`config.mk`:
```
export PLATFORM = sky130hd
export DESIGN_NAME = tcp_msg_ptr_poller_enq
export DESIGN_NICKNAME = d
export VERILOG_FILES = /design/src/rtl/tcp_msg_poller_pkg.sv /design/src/rtl/tcp_poller_active_bitvec.sv /design/src/rtl/tcp_msg_ptr_poller_enq.sv
export SDC_FILE = /design/constraint.sdc
export NUM_CORES = 1
export LEC_CHECK = 0
export BUFFER_PORTS_ARGS = -buffer_cell sky130_fd_sc_hd__buf_2
export CAP_MARGIN = 10
export CORE_AREA = 2 2 96 98
export CTS_CLUSTER_SIZE = 40
export DETAILED_ROUTE_END_ITERATION = 12
export DIE_AREA = 0 0 98 100
export MAX_ROUTING_LAYER = met4
export PLACE_DENSITY = 0.6
export SLEW_MARGIN = 30
export SYNTH_ARGS = -nofsm -noshare
export SYNTH_HDL_FRONTEND = slang
export SYNTH_HIERARCHICAL = 1
export SYNTH_SLANG_ARGS = --single-unit
```
`constraint.sdc`:
```
create_clock -name clk -period 8.98 [get_ports clk]
set_input_delay 0.898 -clock clk [delete_from_list [all_inputs] [get_ports clk]]
set_output_delay 0.898 -clock clk [all_outputs]
set_load 0.02 [all_outputs]
```
`src/rtl/tcp_msg_poller_pkg.sv`:
```
// Shared definitions for the TCP message-pointer poller control.
// Contents:
//   enq_state_e        - enqueue-stage states (READY, WR_MEM, ENQ)
//   FLOWID_W_DEF       - default flow id width
//   MSG_LEN_W_DEF      - default requested-length width
// The poller control imports this package for the same widths.
package tcp_msg_poller_pkg;

    localparam int FLOWID_W_DEF  = 3;
    localparam int MSG_LEN_W_DEF = 32;

    typedef enum logic [1:0] {
        READY  = 2'd0,
        WR_MEM = 2'd1,
        ENQ    = 2'd2
    } enq_state_e;

endpackage

```
`src/rtl/tcp_poller_active_bitvec.sv`:
```
// Per-flow "active" bitvector with a running popcount.
// Ports:
//   clk, rst            - clock, asynchronous active-high reset
//   set_val/set_flowid  - mark a flow active
//   clear_val/clear_flowid - release a flow (ignored if already clear)
//   rd_flowid/rd_active - combinational read; a same-cycle clear is bypassed
//                         so the reader sees the post-clear value
//   active_cnt          - number of set bits
// A set and a clear to the same flow in one cycle resolve to set.
module tcp_poller_active_bitvec #(
    parameter int FLOWID_W = 3
) (
    input  logic                clk,
    input  logic                rst,
    input  logic                set_val,
    input  logic [FLOWID_W-1:0] set_flowid,
    input  logic                clear_val,
    input  logic [FLOWID_W-1:0] clear_flowid,
    input  logic [FLOWID_W-1:0] rd_flowid,
    output logic                rd_active,
    output logic [FLOWID_W:0]   active_cnt
);

    localparam int NUM_FLOWS = 1 << FLOWID_W;

    logic [NUM_FLOWS-1:0] active_reg;
    logic [NUM_FLOWS-1:0] active_next;
    logic [FLOWID_W:0]    cnt_reg;
    logic [FLOWID_W:0]    cnt_next;
    logic                 set_inc;
    logic                 clr_dec;
    logic                 same_flow;

    genvar gi;
    generate
        for (gi = 0; gi < NUM_FLOWS; gi++) begin : g_bit
            logic set_hit;
            logic clr_hit;
            assign set_hit = set_val && (set_flowid == FLOWID_W'(gi));
            assign clr_hit = clear_val && (clear_flowid == FLOWID_W'(gi));
            // Set has priority over clear on the same flow.
            assign active_next[gi] = set_hit ? 1'b1 : (clr_hit ? 1'b0 : active_reg[gi]);
        end
    endgenerate

    assign same_flow = set_val && clear_val && (set_flowid == clear_flowid);
    // Count only real transitions: 0->1 on set, 1->0 on a clear that the set
    // does not override.
    assign set_inc   = set_val && !active_reg[set_flowid];
    assign clr_dec   = clear_val && active_reg[clear_flowid] && !same_flow;

    always_comb begin
        cnt_next = cnt_reg;
        if (set_inc && !clr_dec) begin
            cnt_next = cnt_reg + 1'b1;
        end else if (clr_dec && !set_inc) begin
            cnt_next = cnt_reg - 1'b1;
        end
    end

    always_ff @(posedge clk or posedge rst) begin
        if (rst) begin
            active_reg <= '0;
            cnt_reg    <= '0;
        end else begin
            active_reg <= active_next;
            cnt_reg    <= cnt_next;
        end
    end

    assign rd_active  = active_reg[rd_flowid] &&
                        !(clear_val && (clear_flowid == rd_flowid));
    assign active_cnt = cnt_reg;

endmodule

```
`src/rtl/tcp_msg_ptr_poller_enq.sv`:
```
// Upstream stage of the TCP message-pointer poller control.
// Accepts (flowid, length) requests from the application, writes the length
// into the message-request memory at the flowid address, then pushes the
// flowid onto the message-request queue unless the flow is already active.
// Owns the per-flow active bitvector; the poller clears a flow once it has
// sent the notification.
// Ports:
//   clk, rst                        - clock, asynchronous active-high reset
//   app_poller_msg_req_*            - application request (val/flowid/len)
//   poller_app_msg_req_rdy          - request accepted
//   enq_msg_req_mem_wr_req_*        - request-memory write (val/addr/data)
//   msg_req_mem_enq_wr_req_rdy      - memory write ready
//   enq_msg_req_q_wr_req_*          - request-queue push (val/data)
//   msg_req_q_enq_wr_req_rdy        - queue push ready
//   poll_active_bitvec_clear_req_*  - poller releases a flow
//   enq_active_flow_cnt             - number of active flows
// Build option TCP_POLLER_ENQ_STALL_ACTIVE_EN: when defined, a request to an
// active flow is held off (rdy low) until that flow is cleared, so WR_MEM
// always takes the push path.
module tcp_msg_ptr_poller_enq
    import tcp_msg_poller_pkg::*;
#(
    parameter int FLOWID_W  = FLOWID_W_DEF,
    parameter int MSG_LEN_W = MSG_LEN_W_DEF
) (
    input  logic                 clk,
    input  logic                 rst,
    input  logic                 app_poller_msg_req_val,
    input  logic [FLOWID_W-1:0]  app_poller_msg_req_flowid,
    input  logic [MSG_LEN_W-1:0] app_poller_msg_req_len,
    output logic                 poller_app_msg_req_rdy,
    output logic                 enq_msg_req_mem_wr_req_val,
    output logic [FLOWID_W-1:0]  enq_msg_req_mem_wr_req_addr,
    output logic [MSG_LEN_W-1:0] enq_msg_req_mem_wr_req_data,
    input  logic                 msg_req_mem_enq_wr_req_rdy,
    output logic                 enq_msg_req_q_wr_req_val,
    output logic [FLOWID_W-1:0]  enq_msg_req_q_wr_req_data,
    input  logic                 msg_req_q_enq_wr_req_rdy,
    input  logic                 poll_active_bitvec_clear_req_val,
    input  logic [FLOWID_W-1:0]  poll_active_bitvec_clear_req_flowid,
    output logic [FLOWID_W:0]    enq_active_flow_cnt
);

    enq_state_e           state_reg;
    enq_state_e           state_next;
    logic [FLOWID_W-1:0]  flowid_reg;
    logic [MSG_LEN_W-1:0] len_reg;
    logic                 latch_en;
    logic                 app_rdy;
    logic                 set_val;
    logic [FLOWID_W-1:0]  rd_flowid;
    logic                 rd_active;

    always_ff @(posedge clk or posedge rst) begin
        if (rst) begin
            state_reg  <= READY;
            flowid_reg <= '0;
            len_reg    <= '0;
        end else begin
            state_reg <= state_next;
            if (latch_en) begin
                flowid_reg <= app_poller_msg_req_flowid;
                len_reg    <= app_poller_msg_req_len;
            end
        end
    end

    always_comb begin
        state_next                 = state_reg;
        latch_en                   = 1'b0;
        app_rdy                    = 1'b0;
        set_val                    = 1'b0;
        enq_msg_req_mem_wr_req_val = 1'b0;
        enq_msg_req_q_wr_req_val   = 1'b0;
        rd_flowid                  = flowid_reg;
        case (state_reg)
            READY: begin
                // Look up the incoming flow so the stall option can gate rdy.
                rd_flowid = app_poller_msg_req_flowid;
`ifdef TCP_POLLER_ENQ_STALL_ACTIVE_EN
                app_rdy = !app_poller_msg_req_val || !rd_active;
`else
                app_rdy = 1'b1;
`endif
                if (app_poller_msg_req_val && app_rdy) begin
                    latch_en   = 1'b1;
                    state_next = WR_MEM;
                end
            end
            WR_MEM: begin
                enq_msg_req_mem_wr_req_val = 1'b1;
                if (msg_req_mem_enq_wr_req_rdy) begin
`ifdef TCP_POLLER_ENQ_STALL_ACTIVE_EN
                    set_val    = 1'b1;
                    state_next = ENQ;
`else
                    // A flow still awaiting notification is already queued:
                    // the length update is enough. rd_active already folds
                    // in a same-cycle clear, which turns the hit into a miss.
                    if (rd_active) begin
                        state_next = READY;
                    end else begin
                        set_val    = 1'b1;
                        state_next = ENQ;
                    end
`endif
                end
            end
            ENQ: begin
                enq_msg_req_q_wr_req_val = 1'b1;
                if (msg_req_q_enq_wr_req_rdy) begin
                    state_next = READY;
                end
            end
            default: state_next = READY;
        endcase
    end

    // rdy is held low while reset is asserted so nothing is handshaken then.
    assign poller_app_msg_req_rdy      = app_rdy && !rst;
    assign enq_msg_req_mem_wr_req_addr = flowid_reg;
    assign enq_msg_req_mem_wr_req_data = len_reg;
    assign enq_msg_req_q_wr_req_data   = flowid_reg;

    tcp_poller_active_bitvec #(
        .FLOWID_W (FLOWID_W)
    ) u_active_bitvec (
        .clk          (clk),
        .rst          (rst),
        .set_val      (set_val),
        .set_flowid   (flowid_reg),
        .clear_val    (poll_active_bitvec_clear_req_val),
        .clear_flowid (poll_active_bitvec_clear_req_flowid),
        .rd_flowid    (rd_flowid),
        .rd_active    (rd_active),
        .active_cnt   (enq_active_flow_cnt)
    );

endmodule

```
==> flow_metrics.tcl <==
set metrics [dict create \
    synth_seq_cells 49 \
    power_mw 1.119 \
    yosys-top-cells-area "dfrtp_1, mux2_2, mux4_2, o21ai_0, xnor2_1" \
    wl_mm 5.285 \
    yosys.area.top_type_share 0.5139 \
    dieArea_mm2 0.009800 \
    syn_to_final_growth_pct 25.12 \
    grt_pass1_wl_mm 8.611 \
    drt_iter0_markers 52 \
    hpwlAfterDp_mm 4.016 \
    wl_per_cell_um 14.09 \
    io_buffers 88 \
    synth_nets 225 \
    ctsHoldBuffers 0 \
    slew_headroom 0.3639 \
    syn-instance-count 177 \
    r2r_setup_slack_ns 4.29 \
    pwr_density_cell_mw_per_mm2 374.7 \
    place_congestion 0.8208 \
    p_switching_mw 0.4721 \
    arrival_ns 4.88 \
    path_cells "nor2_1 > mux2_2 > mux4_2 > nand3_1 > o21ai_0 > nor4bb_1 > nand4_1 > nand3_2 > ha_1 > inv_1 > ha_1 > a21o_1 > a2111oi_0 > a31oi_1 > a221o_1" \
    die_h_um 100 \
    ys_seq_area_frac 0.5139 \
    cp_common_cell "ha_1" \
    cts_root_buf "clkbuf_8" \
    peakVddDrop_mv 0.07867 \
    grt_use_total 0.1128 \
    coreArea_mm2 0.008890 \
    worstSkewPairLatency_ns 0.30 \
    finalNetCount 311 \
    slowest_stage "nor4bb_1" \
    cp.required_ns 9.17 \
    tightest_slew_ns 0.9413 \
    post-route-drc-count 0 \
    clk_pin_slew_worst_paths_ns 0.09 \
    worstSetupPathType "reg2reg" \
    fin_skew_ns 0.004418 \
    internal_power_mw 0.6464 \
    antenna_found_initial 0 \
    power_frac_comb 0.505 \
    overflow 0 \
    synth_most_common_cell "dfrtp_1" \
    synth_common_cells "dfrtp_1, mux2_2, o21ai_0, xnor2_1, nand2b_1" \
    final_max_slew_viol_count 0 \
    cts_max_path_buffers 2 \
    first_pass_iters 4 \
    cpPeakStageDelay_ns 0.81 \
    ios 89 \
    switching_share 0.4221 \
    end_kind "flip-flop" \
    cts_tree "built" \
    initial_core_util 0.2684 \
    rsz0062_at_grt "no" \
    hold_path.class "reg2reg" \
    via_per_inst 4.664 \
    period_needed_ns 4.694 \
    drive_above_1_share 0.5379 \
    hold_violations 0 \
    yosys.cell_types.count 35 \
    power_frac_seq 0.377 \
    std_cell_rows 35 \
    power_leakage_nw 1.367 \
    status "complete, no violations" \
    p_clk_frac 0.118 \
    largest_register_ff_count 32 \
    grt_max_degree 38 \
    ctsResizeCount 0 \
    die_w_um 98 \
    drv_cap 0 \
    cts_sinks 49 \
    htree_levels 2 \
    synth_warnings 6 \
    path_max_fanout 8 \
    post_cts_buffers 0 \
    period_share 0.5227 \
    fmax_mhz 213.1 \
    vias 1749 \
    antenna_cells 0 \
    synth.largest_area_cell "dfrtp_1" \
    startpoint_type "flip-flop" \
    setup_viol 0 \
    antenna_left 0 \
    finalSetupTns_ns 0 \
    cts_buffers 5 \
    async_flop_share 1.000 \
    syn_area_per_cell_um2 13.48 \
    syn_area_mm2 0.002386 \
    grt_pass1_vias 1695 \
    synth_flop_cell "dfrtp_1" \
    synth-edff-count 0 \
]
cell usage in the layout (no fill, tap or decap):
| master | instances |
|---|---|
| a221o_1 | 1 |
| o21ai_0 | 15 |
| a21boi_0 | 1 |
| nand3_2 | 1 |
| inv_6 | 1 |
| clkbuf_8 | 5 |
| nor3b_4 | 1 |
| nand4_1 | 2 |
| or2b_1 | 2 |
| buf_2 | 88 |
| nand2_1 | 5 |
| mux4_2 | 4 |
| o31ai_1 | 4 |
| nor3_1 | 2 |
| ha_1 | 3 |
| nand2b_1 | 6 |
| clkinvlp_4 | 1 |
| a21oi_1 | 2 |
| nor2_1 | 2 |
| xnor2_1 | 7 |
| dfrtp_1 | 49 |
| mux2i_1 | 1 |
| clkinv_2 | 1 |
| a2111oi_0 | 1 |
| nor4_1 | 1 |
| a31oi_1 | 1 |
| mux2_2 | 38 |
| fa_1 | 1 |
| nand3_1 | 2 |
| nor4bb_1 | 1 |
| and2_1 | 1 |
| inv_1 | 4 |
| mux4_1 | 2 |
| a21o_1 | 2 |
| mux2_1 | 2 |
| buf_4 | 2 |
| nor2b_1 | 2 |
layer usage:
metal	part of all wire	wire length [µm]	vias to the layer above	track usage
li1	-	-	816	-
met1	0.45	2397	847	0.1433
met2	0.45	2384	82	0.1760
met3	0.086	455	4	0.03621
met4	0.0091	48	0	0.02885
met5	0	0	-	-
through the flow:
| step | area, µm² | hold WS (ns) | worst slack (ns) | cells | utilization |
|---|---|---|---|---|---|
| finish | 2985 | 0.4881 | 4.286 | 375 | 0.3358 |
| global route | 2985 | 0.5033 | 4.011 | 375 | 0.3358 |
| CTS | 2985 | 0.4931 | 4.359 | 375 | 0.3358 |
| detailed placement | 2895 | 0.4713 | 4.157 | 367 | 0.3257 |
| global placement | 2895 | 0.4667 | 4.467 | 367 | 0.3257 |
| floorplan | 2386 | 0.4939 | 4.867 | 177 | - |
kinds of logic after synthesis:
logic type,after synthesis,share of synthesized area
fa+ha+maj,4,0.02412
simple gates,28,0.07342
mux,47,0.2528
buf+inv,15,0.04195
compound gates,27,0.06817
flops,49,0.5139
xor+xnor,7,0.02570
critical path, delay by kind of cell, from the launching register on:
family	cells	cell delay, ns
DFF	1	0.48
adders and majority gates	2	0.48
muxes	2	0.85
AOI/OAI and AO/OA	5	1.14
and+or+nand+nor	5	1.54
buffers and inverters	1	0.11
final timing paths:
check | startpoint | endpoint | depth (start not counted)
worst max-delay path | state_reg[0]$_DFFE_PP0P_ | u_active_bitvec/active_cnt[3]$_DFFE_PP0P_ | 15
worst min-delay path | enq_msg_req_mem_wr_req_data[26]$_DFFE_PP0P_ | enq_msg_req_mem_wr_req_data[26]$_DFFE_PP0P_ | 1
worst max register to register | state_reg[0]$_DFFE_PP0P_ | u_active_bitvec/active_cnt[3]$_DFFE_PP0P_ | 15
worst min register to register | enq_msg_req_mem_wr_req_data[26]$_DFFE_PP0P_ | enq_msg_req_mem_wr_req_data[26]$_DFFE_PP0P_ | 1
max in group asynchronous | rst | enq_msg_req_mem_wr_req_data[20]$_DFFE_PP0P_ | 3
min in group asynchronous | rst | u_active_bitvec/active_reg[3]$_DFFE_PP0P_ | 2
final cells by class:
| type | count | area (µm²) |
|---|---|---|
| Timing Repair Buffer | 90 | 455.4 |
| Clock inverter | 3 | 21.27 |
| Multi-Input combinational cell | 113 | 1060 |
| Clock buffer | 5 | 68.82 |
| Tap cell | 111 | 138.9 |
| Fill cell | 893 | 5904 |
| Inverter | 4 | 15.01 |
| Sequential cell | 49 | 1226 |
power by group through the flow:
stage               sequential, mW  combinational, mW  clock (mW)
global placement             0.425              0.556           0
global route                 0.441              0.613       0.149
finish                       0.422              0.565       0.132
floorplan                    0.514              0.316           0
detailed placement           0.427              0.568           0
CTS                          0.423              0.569       0.139
Power figures use the tool's default switching activity.
